<file path="src/rtl/mmio_arb_pkg.sv">
// Shared types and constants for the two-master MMIO bus arbiter.
package mmio_arb_pkg;

  localparam int ADDR_W_DEF = 21;
  localparam int DATA_W_DEF = 32;

  typedef enum logic [1:0] {
    IDLE  = 2'd0,
    ISSUE = 2'd1,
    ACK   = 2'd2
  } state_e;

  typedef logic master_id_t;

  typedef struct packed {
    logic                  wr;
    logic                  rd;
    logic [ADDR_W_DEF-1:0] addr;
    logic [DATA_W_DEF-1:0] wr_data;
  } cmd_t;

  // A request with both strobes set is treated as a write.
  function automatic cmd_t make_cmd(input logic wr, input logic rd,
                                    input logic [ADDR_W_DEF-1:0] addr,
                                    input logic [DATA_W_DEF-1:0] wr_data);
    cmd_t c;
    c.wr      = wr;
    c.rd      = rd & ~wr;
    c.addr    = addr;
    c.wr_data = wr_data;
    return c;
  endfunction

endpackage

</file>
<file path="src/rtl/mmio_bus_arbiter_if.sv">
// FPro MMIO bus bundle: the arbiter drives it as master, the MMIO controller is the slave.
interface mmio_bus_arbiter_if import mmio_arb_pkg::*; #(
  parameter int ADDR_W = ADDR_W_DEF,
  parameter int DATA_W = DATA_W_DEF
);
  logic              cs;
  logic              wr;
  logic              rd;
  logic [ADDR_W-1:0] addr;
  logic [DATA_W-1:0] wr_data;
  logic [DATA_W-1:0] rd_data;

  modport master (output cs, output wr, output rd, output addr, output wr_data,
                  input rd_data);
  modport slave  (input cs, input wr, input rd, input addr, input wr_data,
                  output rd_data);
endinterface

</file>
<file path="src/rtl/mmio_arb_picker.sv">
// Combinational winner selection for the MMIO arbiter.
// MMIO_ARB_ROUND_ROBIN_EN selects round-robin ties; otherwise master 0 wins ties.
module mmio_arb_picker import mmio_arb_pkg::*; (
  input  logic       req0,
  input  logic       req1,
`ifdef MMIO_ARB_ROUND_ROBIN_EN
  input  master_id_t last_grant,
`endif
  input  logic       lock,
  output logic       grant_valid,
  output master_id_t grant_id
);

  // Lock only holds master 1 off while master 0 is still asking
  always_comb begin
    grant_valid = req0 | req1;
    grant_id    = 1'b0;
    if (lock && req0) begin
      grant_id = 1'b0;
    end else if (req0 && req1) begin
`ifdef MMIO_ARB_ROUND_ROBIN_EN
      grant_id = ~last_grant;
`else
      grant_id = 1'b0;
`endif
    end else if (req1) begin
      grant_id = 1'b1;
    end else begin
      grant_id = 1'b0;
    end
  end

endmodule

</file>
<file path="src/rtl/mmio_bus_arbiter.sv">
// Two-master arbiter serialising accesses onto the FPro MMIO bus (IDLE -> ISSUE -> ACK).
// Optional MMIO_ARB_ROUND_ROBIN_EN enables round-robin tie-break (default: fixed priority).
module mmio_bus_arbiter import mmio_arb_pkg::*; #(
  parameter int ADDR_W = ADDR_W_DEF,
  parameter int DATA_W = DATA_W_DEF
) (
  input  logic              clk,
  input  logic              reset,
  input  logic              m0_req,
  input  logic              m0_wr,
  input  logic              m0_rd,
  input  logic              m0_lock,
  input  logic [ADDR_W-1:0] m0_addr,
  input  logic [DATA_W-1:0] m0_wr_data,
  output logic [DATA_W-1:0] m0_rd_data,
  output logic              m0_ack,
  input  logic              m1_req,
  input  logic              m1_wr,
  input  logic              m1_rd,
  input  logic [ADDR_W-1:0] m1_addr,
  input  logic [DATA_W-1:0] m1_wr_data,
  output logic [DATA_W-1:0] m1_rd_data,
  output logic              m1_ack,
  mmio_bus_arbiter_if.master mmio,
  output logic              busy
);

  state_e            state_r;
  state_e            state_nxt_s;
  logic              grant_valid_s;
  master_id_t        grant_id_s;
  master_id_t        id_r;
  logic              lock_r;
  cmd_t              cmd_r;
  cmd_t              sel_cmd_s;
  logic              cs_r;
  logic              m0_ack_r;
  logic              m1_ack_r;
  logic [DATA_W-1:0] m0_rd_data_r;
  logic [DATA_W-1:0] m1_rd_data_r;
  logic              busy_r;

`ifdef MMIO_ARB_ROUND_ROBIN_EN
  master_id_t last_grant_r;

  // Most recent winner, consulted only when both masters request
  always_ff @(posedge clk) begin
    if (!reset) begin
      last_grant_r <= 1'b1;
    end else if (state_r == IDLE && grant_valid_s) begin
      last_grant_r <= grant_id_s;
    end
  end
`endif

  mmio_arb_picker u_picker (
    .req0        (m0_req),
    .req1        (m1_req),
`ifdef MMIO_ARB_ROUND_ROBIN_EN
    .last_grant  (last_grant_r),
`endif
    .lock        (lock_r),
    .grant_valid (grant_valid_s),
    .grant_id    (grant_id_s)
  );

  // Command of the current winner, ready to be latched
  always_comb begin
    sel_cmd_s = make_cmd(m0_wr, m0_rd, m0_addr, m0_wr_data);
    if (grant_id_s == 1'b1) begin
      sel_cmd_s = make_cmd(m1_wr, m1_rd, m1_addr, m1_wr_data);
    end else begin
      sel_cmd_s = make_cmd(m0_wr, m0_rd, m0_addr, m0_wr_data);
    end
  end

  // State register
  always_ff @(posedge clk) begin
    if (!reset) begin
      state_r <= IDLE;
    end else begin
      state_r <= state_nxt_s;
    end
  end

  // Next-state logic
  always_comb begin
    state_nxt_s = state_r;
    case (state_r)
      IDLE: begin
        if (grant_valid_s) begin
          state_nxt_s = ISSUE;
        end else begin
          state_nxt_s = IDLE;
        end
      end
      ISSUE:   state_nxt_s = ACK;
      ACK:     state_nxt_s = IDLE;
      default: state_nxt_s = IDLE;
    endcase
  end

  // Command latch, one-cycle bus strobes, acknowledge pulse and read capture
  always_ff @(posedge clk) begin
    if (!reset) begin
      cmd_r        <= '0;
      id_r         <= 1'b0;
      cs_r         <= 1'b0;
      lock_r       <= 1'b0;
      m0_ack_r     <= 1'b0;
      m1_ack_r     <= 1'b0;
      m0_rd_data_r <= '0;
      m1_rd_data_r <= '0;
      busy_r       <= 1'b0;
    end else begin
      cs_r     <= 1'b0;
      cmd_r.wr <= 1'b0;
      cmd_r.rd <= 1'b0;
      m0_ack_r <= 1'b0;
      m1_ack_r <= 1'b0;
      busy_r   <= (state_nxt_s != IDLE);
      case (state_r)
        IDLE: begin
          if (grant_valid_s) begin
            cmd_r  <= sel_cmd_s;
            id_r   <= grant_id_s;
            cs_r   <= 1'b1;
            lock_r <= (grant_id_s == 1'b0) && m0_lock;
          end else begin
            lock_r <= 1'b0;
          end
        end
        ISSUE: begin
          m0_ack_r <= (id_r == 1'b0);
          m1_ack_r <= (id_r == 1'b1);
          if (cmd_r.rd) begin
            if (id_r == 1'b1) begin
              m1_rd_data_r <= mmio.rd_data;
            end else begin
              m0_rd_data_r <= mmio.rd_data;
            end
          end
        end
        default: begin
        end
      endcase
    end
  end

  assign mmio.cs      = cs_r;
  assign mmio.wr      = cmd_r.wr;
  assign mmio.rd      = cmd_r.rd;
  assign mmio.addr    = cmd_r.addr;
  assign mmio.wr_data = cmd_r.wr_data;
  assign m0_ack       = m0_ack_r;
  assign m1_ack       = m1_ack_r;
  assign m0_rd_data   = m0_rd_data_r;
  assign m1_rd_data   = m1_rd_data_r;
  assign busy         = busy_r;

endmodule

</file>
<file path="src/flat_wrapper.sv">
// flat-port wrapper written by rule: the top's interface ports become plain ports
module mmio_bus_arbiter_flat import mmio_arb_pkg::*;
#(
  parameter int ADDR_W = ADDR_W_DEF,
  parameter int DATA_W = DATA_W_DEF
)
  (clk, reset, m0_req, m0_wr, m0_rd, m0_lock, m0_addr, m0_wr_data, m0_rd_data, m0_ack, m1_req, m1_wr, m1_rd, m1_addr, m1_wr_data, m1_rd_data, m1_ack, busy, mmio_cs, mmio_wr, mmio_rd, mmio_addr, mmio_wr_data, mmio_rd_data);
  mmio_bus_arbiter_if #(.ADDR_W(ADDR_W), .DATA_W(DATA_W)) mmio_i ();
  input  logic clk;
  input  logic reset;
  input  logic m0_req;
  input  logic m0_wr;
  input  logic m0_rd;
  input  logic m0_lock;
  input  logic [ADDR_W-1:0] m0_addr;
  input  logic [DATA_W-1:0] m0_wr_data;
  output logic [DATA_W-1:0] m0_rd_data;
  output logic m0_ack;
  input  logic m1_req;
  input  logic m1_wr;
  input  logic m1_rd;
  input  logic [ADDR_W-1:0] m1_addr;
  input  logic [DATA_W-1:0] m1_wr_data;
  output logic [DATA_W-1:0] m1_rd_data;
  output logic m1_ack;
  output logic busy;
  output wire logic [$bits(mmio_i.cs)-1:0] mmio_cs;
  output wire logic [$bits(mmio_i.wr)-1:0] mmio_wr;
  output wire logic [$bits(mmio_i.rd)-1:0] mmio_rd;
  output wire logic [$bits(mmio_i.addr)-1:0] mmio_addr;
  output wire logic [$bits(mmio_i.wr_data)-1:0] mmio_wr_data;
  input wire logic [$bits(mmio_i.rd_data)-1:0] mmio_rd_data;
  assign mmio_cs = mmio_i.cs;
  assign mmio_wr = mmio_i.wr;
  assign mmio_rd = mmio_i.rd;
  assign mmio_addr = mmio_i.addr;
  assign mmio_wr_data = mmio_i.wr_data;
  assign mmio_i.rd_data = mmio_rd_data;
  mmio_bus_arbiter #(.ADDR_W(ADDR_W), .DATA_W(DATA_W)) u_core (.clk(clk), .reset(reset), .m0_req(m0_req), .m0_wr(m0_wr), .m0_rd(m0_rd), .m0_lock(m0_lock), .m0_addr(m0_addr), .m0_wr_data(m0_wr_data), .m0_rd_data(m0_rd_data), .m0_ack(m0_ack), .m1_req(m1_req), .m1_wr(m1_wr), .m1_rd(m1_rd), .m1_addr(m1_addr), .m1_wr_data(m1_wr_data), .m1_rd_data(m1_rd_data), .m1_ack(m1_ack), .mmio(mmio_i), .busy(busy));
endmodule
</file>
<file path="config.mk">
export PLATFORM = sky130hd
export DESIGN_NAME = mmio_bus_arbiter_flat
export DESIGN_NICKNAME = d
export VERILOG_FILES = /design/src/rtl/mmio_arb_pkg.sv /design/src/rtl/mmio_bus_arbiter_if.sv /design/src/rtl/mmio_arb_picker.sv /design/src/rtl/mmio_bus_arbiter.sv /design/src/flat_wrapper.sv
export SDC_FILE = /design/constraint.sdc
export NUM_CORES = 1
export LEC_CHECK = 0
export ABC_AREA = 1
export ABC_CLOCK_PERIOD_IN_PS = 1250
export CORE_MARGIN = 4
export CORE_UTILIZATION = 42
export DETAILED_ROUTE_END_ITERATION = 7
export GPL_ROUTABILITY_DRIVEN = 1
export GPL_TIMING_DRIVEN = 0
export PLACE_DENSITY = 0.82
export RECOVER_POWER = 100
export SLEW_MARGIN = 20
export SYNTH_ARGS = -nofsm -noshare
export SYNTH_HDL_FRONTEND = slang
export SYNTH_SLANG_ARGS = --single-unit
</file>
<file path="constraint.sdc">
create_clock -name clk -period 1.25 [get_ports clk]
set_input_delay 0.25 -clock clk [delete_from_list [all_inputs] [get_ports clk]]
set_output_delay 0.25 -clock clk [all_outputs]
set_load 0.1 [all_outputs]
</file>
==> results of run 1 <==
==> metrics by stage <==
step                      std cells  TNS (ns)  worst slack, ns
after floorplan                 955    -1.918         -0.03800
after global placement         1398    -83.90          -0.5107
after detailed placement       1398    -85.62          -0.5204
after CTS                      1433  -0.02142         -0.01487
after global routing           1438    -1.021          -0.1152
final                          1438   -0.1169         -0.05158
==> power by group through the flow <==
stage                     Sequential, W  Clock (W)  Combinational, W
final                           0.00452    0.00550           0.00403
after global routing            0.00454    0.00568           0.00425
after CTS                       0.00449    0.00550           0.00389
after detailed placement        0.00452          0           0.00373
after global placement          0.00451          0           0.00371
after floorplan                 0.00614          0          0.000910
==> final cells by class <==
class | instances | area (sq um) | share of cell area
plain buffers | 52 | 375.4 | 0.03561
clock inverters | 14 | 214.0 | 0.02030
clock buffers | 18 | 439.2 | 0.04167
flip-flops and latches | 126 | 2674 | 0.2537
inverters | 125 | 469.2 | 0.04452
repair buffers | 275 | 3495 | 0.3316
multi-input cells | 652 | 2654 | 0.2518
well taps | 176 | 220.2 | 0.02089
==> sequential cells by signal (all words and copies together), names as in the netlist, 2 cells and up <==
name / flops
u_core.m0_rd_data: 32
u_core.m1_rd_data: 32
u_core.mmio.addr: 21
u_core.mmio.wr_data: 32
u_core.state_r: 2
==> synth_stat cells <==
cell / instances
inv_2: 3
buf_1: 10
nor2_2: 2
nor2_1: 241
nand2_2: 2
nor2_4: 1
dfxtp_1: 126
buf_2: 26
nand3b_1: 1
nor3_1: 1
nand3_1: 2
nand4_4: 1
buf_6: 3
nand2_1: 367
a21oi_1: 1
buf_4: 4
nand4_1: 32
inv_1: 122
clkbuf_1: 10
==> cells by family after synthesis <==
logic type | after synthesis | share of synthesized area
compound gates | 1 | 0.0008579
buf+inv | 178 | 0.1267
flops | 126 | 0.4328
simple gates | 650 | 0.4397
==> worst register-to-register path, delay by kind of cell, from the launching register on <==
family	cells	cell delay, ns
AND/OR/NAND/NOR	4	0.50
flip-flops	1	0.35
buffers and inverters	2	0.34
==> worst max-delay path by stage <==
| stage | start | endpoint | slack (ns) | depth (start not counted) |
|---|---|---|---|---|
| finish | u_core.m0_rd_data[25] | m0_rd_data[25] | -0.05 | 1 |
| global route | u_core.state_r[1] | u_core.m1_rd_data[25] | -0.12 | 6 |
| CTS | u_core.state_r[1] | u_core.m1_rd_data[21] | -0.01 | 5 |
| detailed placement | m1_req | u_core.mmio.wr_data[19] | -0.52 | 8 |
| global placement | m0_req | u_core.mmio.wr_data[30] | -0.51 | 8 |
| floorplan | u_core.mmio.rd | u_core.m0_rd_data[0] | -0.04 | 6 |
==> per-layer routing <==
| layer | share of wire | track usage |
|---|---|---|
| met3 | 0.090 | 0.08129 |
| met5 | 0 | 0 |
| met1 | 0.37 | 0.2627 |
| met2 | 0.52 | 0.4377 |
| met4 | 0.029 | 0.07950 |
==> timing repair <==
item | 4_1_cts | 5_1_grt
gates cloned | 0 | 2
buffers inserted | 3 | 4
pin swaps | 2 | 6
endpoints found under the setup margin | 235 | 153
hold buffers | 0 | 0
gates resized for setup | 961 | 130
==> impl_metrics.tcl, run 1 <==
set metrics [dict create \
    outcome "finished with violations" \
    violations "negative setup slack" \
    internal-power_w 0.009267 \
    power.density_nw_per_um2 1332 \
    io_pins 270 \
    antenna_left 0 \
    fillers 900 \
    place.gp.congestion 0.8232 \
    numCtsBuffers 17 \
    min_to "u_core.mmio.addr[7]" \
    max_stage_delay_ns 0.42 \
    yosysWarnings 0 \
    grt_max_degree 17 \
    wire_per_inst_um 15.13 \
    syn_area_sq_um 5828 \
    synth_cell_type_count 19 \
    hold_start "reset" \
    cts_root_buffer "clkbuf_16" \
    path_buf_inv 1 \
    postLayoutCoreUtil 0.7866 \
    path_cells "buf_12" \
    fp.dieH_um 125.8 \
    slowest_stage "dfxtp_1" \
    tightestPinTransition_ns 0.5517 \
    rsz0062_at_grt "true" \
    fmax_mhz 768.3 \
    cap_violations 0 \
    viasPerCell 4.708 \
    post-route-period-util 1.041 \
    syn_nets 1102 \
    layout.nets 1396 \
    timing.final.crit_period_ns 1.302 \
    synthTopCellsByArea "dfxtp_1, nand2_1, nor2_1, inv_1, nand4_1" \
    placed_area_sq_um 8877 \
    synth_largest_area_cell "dfxtp_1" \
    critPathTopFamily "flip-flops" \
    slew_headroom 0.6322 \
    fin_ws_ns -0.05158 \
    clk_latency_ns 0.42 \
    r2r_end "u_core.m1_rd_data[24]" \
    seqPwrFrac 0.322 \
    initial_utilization 0.4349 \
    layout_commonest_cell "nand2_1" \
    worst_hold_slack_ns 0.2463 \
    drc 0 \
    cts_tree "built" \
    worstPathRequired_ns 1.00 \
    antenna_found_initial 0 \
    final_cell_mix "nand2_1, nor2_1, clkdlybuf4s50_1" \
    reg2reg_depth 6 \
    drtIter0Drc 400 \
    synth_cells 955 \
    slew_violations 0 \
    synth_top_cell_area_share 0.4328 \
    coreArea_sq_um 13400 \
    netSwitchingFraction 0.3399 \
    die-area_sq_um 15830 \
    critPathCaptureType "output pin" \
    synth-seq-cells 126 \
    cts_sinks 126 \
    total_power_w 0.01404 \
    fin_area_sq_um 10540 \
    hold_depth 3 \
    avgSynthCellArea_sq_um 6.103 \
    clockPowerShare 0.392 \
    yosysSeqAreaShare 0.4328 \
    p_leak_nw 5.200 \
    crit_path_max_fanout 2 \
    dieWidth_um 125.8 \
    cts_buffer_depth 2 \
    area_growth_pct 80.85 \
    cts.clk_slew.worst_paths_ns 0.06 \
    grt_use_total 0.2407 \
    startpoint_type "flip-flop" \
    port-buffer-count 267 \
    crit_type "reg2out" \
    r2r-start "u_core.state_r[1]" \
    rows 42 \
    antenna_cells 0 \
    critPathArrivalTime_ns 1.05 \
    grt_pass1_vias 6313 \
    vias 6770 \
    peakVddDrop_mv 0.9486 \
    finClkSkew_ns 0.004736 \
    hold_violations 0 \
    drive_gt1_frac 0.2694 \
    regToRegSetupSlack_ns -0.03 \
    first_pass_iters 5 \
    dp_hpwl_mm 14.59 \
    overflow 0 \
    htreeDepth 4 \
    p_sw_w 0.004773 \
    comb_power_share 0.287 \
    min_path_type "in2reg" \
    grt_pass1_wl_mm 30.90 \
    setup_viol 6 \
    wl_mm 21.76 \
]
No activity file was read; power rests on OpenSTA's default activity.
==> inputs of run 2 (changes only) <==
==> constraint.sdc (replaced) <==
create_clock -name clk -period 1.25 [get_ports clk]
set_input_delay 0.3125 -clock clk [delete_from_list [all_inputs] [get_ports clk]]
set_output_delay 0.3125 -clock clk [all_outputs]
set_load 0.1 [all_outputs]
==> run 2 against run 1 <==
  * The run still ends with negative setup slack left
  * Register-to-register slack lost 0.08 ns
  * Non-clock buffer count grew 34
  * Worst hold slack gained 0.058 ns
  * Die area is the same
  * Via count grew 12%
  * Setup slack lost 0.060 ns
  * Sequential power grew 0.9%
  * Count of clock-buffer cells in the layout is the same
  * Highest routed layer unchanged
==> impl_metrics.tcl, run 2 (synthesis gave the netlist of run 1 again) <==
set metrics [dict create \
    outcome "finished with violations" \
    violations "negative setup slack" \
    crit_type "reg2reg" \
    grt_pass1_vias 7101 \
    post-route-period-util 1.089 \
    finClkSkew_ns 0.01322 \
    vias 7569 \
    crit_path_max_fanout 9 \
    cts_buffer_depth 2 \
    r2r-start "u_core.mmio.rd" \
    grt_pass1_wl_mm 36.67 \
    clk_latency_ns 0.42 \
    worstPathRequired_ns 1.54 \
    hold_depth 3 \
    io_pins 270 \
    rows 42 \
    cap_violations 0 \
    viasPerCell 5.142 \
    dp_hpwl_mm 14.59 \
    r2r_end "u_core.m1_rd_data[25]" \
    cts_sinks 126 \
    tightestPinTransition_ns 0.6879 \
    cts.clk_slew.worst_paths_ns 0.06 \
    drive_gt1_frac 0.3202 \
    grt_max_degree 17 \
    layout.nets 1430 \
    slew_violations 0 \
    first_pass_iters 5 \
    hold_violations 0 \
    fp.dieH_um 125.8 \
    die-area_sq_um 15830 \
    ctsHoldBuffers 0 \
    htreeDepth 4 \
    dieWidth_um 125.8 \
    port-buffer-count 267 \
    antenna_left 0 \
    regToRegSetupSlack_ns -0.11 \
    place.gp.congestion 0.8232 \
    cts_root_buffer "clkbuf_16" \
    fillers 664 \
    fin_ws_ns -0.1112 \
    total_power_w 0.01464 \
    timing.final.crit_period_ns 1.361 \
    reg2reg_depth 6 \
    min_path_type "in2reg" \
    area_growth_pct 97.70 \
    overflow 0 \
    setup_viol 144 \
    startpoint_type "flip-flop" \
    slew_headroom 0.5414 \
    antenna_found_initial 0 \
    antenna_cells 0 \
    p_leak_nw 5.559 \
    drc 0 \
    grt_use_total 0.2902 \
    initial_utilization 0.4349 \
    wire_per_inst_um 18.22 \
    wl_mm 26.83 \
    layout_commonest_cell "nand2_1" \
    hold_start "reset" \
    numCtsBuffers 17 \
    final_cell_mix "nand2_1, nor2_1, clkdlybuf4s50_1" \
    drtIter0Drc 572 \
    fmax_mhz 734.7 \
    dp_slack_ns -0.5829 \
    critPathArrivalTime_ns 1.66 \
    min_to "u_core.mmio.addr[8]" \
    rsz0062_at_grt "true" \
    cts_tree "built" \
    critPathCaptureType "flip-flop" \
    coreArea_sq_um 13400 \
    peakVddDrop_mv 0.9771 \
    power.density_nw_per_um2 1271 \
]
==> run 2: per-stage QoR <==
stage	utilization	TNS, ns	cells	instance area [sq um]	hold slack [ns]
global placement	0.6625	-95.38	1398	8877	0.4496
finish	0.8599	-2.656	1472	11520	0.3042
detailed placement	0.6625	-97.06	1398	8877	0.4555
CTS	0.8219	-1.406	1441	11010	0.2948
global route	0.8599	-7.901	1472	11520	0.3199
floorplan	-	-1.918	955	5984	0.4448
==> run 2: cell type report <==
class / instances / area, sq um / share of cell area
timing repair buffer: 308 / 4324 / 0.3753
sequential: 126 / 2730 / 0.2369
clock inverter: 14 / 214.0 / 0.01857
tap: 176 / 220.2 / 0.01911
buffer: 53 / 400.4 / 0.03475
clock buffer: 18 / 439.2 / 0.03811
multi-input combinational: 652 / 2725 / 0.2365
inverter: 125 / 469.2 / 0.04072
==> run 2: per-layer routing <==
| layer | up-vias | global-route usage | part of all wire |
|---|---|---|---|
| met5 | - | 0 | 0 |
| met4 | 0 | 0.1306 | 0.052 |
| met3 | 121 | 0.08171 | 0.10 |
| met2 | 529 | 0.5362 | 0.49 |
| met1 | 3455 | 0.3053 | 0.35 |
| li1 | 3464 | - | - |
==> run 2: worst max path at each step <==
| stage | start | end | slack [ns] | cells after the start |
|---|---|---|---|---|
| final | u_core.mmio.rd | u_core.m1_rd_data[25] | -0.11 | 6 |
| after global routing | u_core.mmio.rd | u_core.m1_rd_data[19] | -0.13 | 7 |
| after CTS | u_core.mmio.wr_data[6] | mmio_wr_data[6] | -0.04 | 1 |
| after detailed placement | m1_req | u_core.mmio.wr_data[19] | -0.58 | 8 |
| after global placement | m0_req | u_core.mmio.wr_data[30] | -0.57 | 8 |
| after floorplan | u_core.mmio.rd | u_core.m0_rd_data[0] | -0.04 | 6 |
==> run 2: where the power goes <==
group          switching (W)  leakage (nW)  internal [W]  total (W)
registers           0.000276          1.09       0.00429    0.00456
clock network        0.00196         0.321       0.00360    0.00555
logic                0.00278          4.15       0.00175    0.00453
total                0.00501          5.56       0.00964     0.0146
==> run 2: repair_timing <==
action / CTS / global route
pin swaps: 2 / 10
gates resized for setup: 1201 / 75
gates cloned: 1 / 8
buffers inserted: 10 / 23
endpoints found under the setup margin: 236 / 210
==> run 2: worst max-delay path: stages (launching register included) <==
cell and delay, ns:
dfxtp_4 0.37, buf_8 0.15, nand4_4 0.11, buf_12 0.18, buf_8 0.14, nor2_1 0.22
nor2_2 0.08
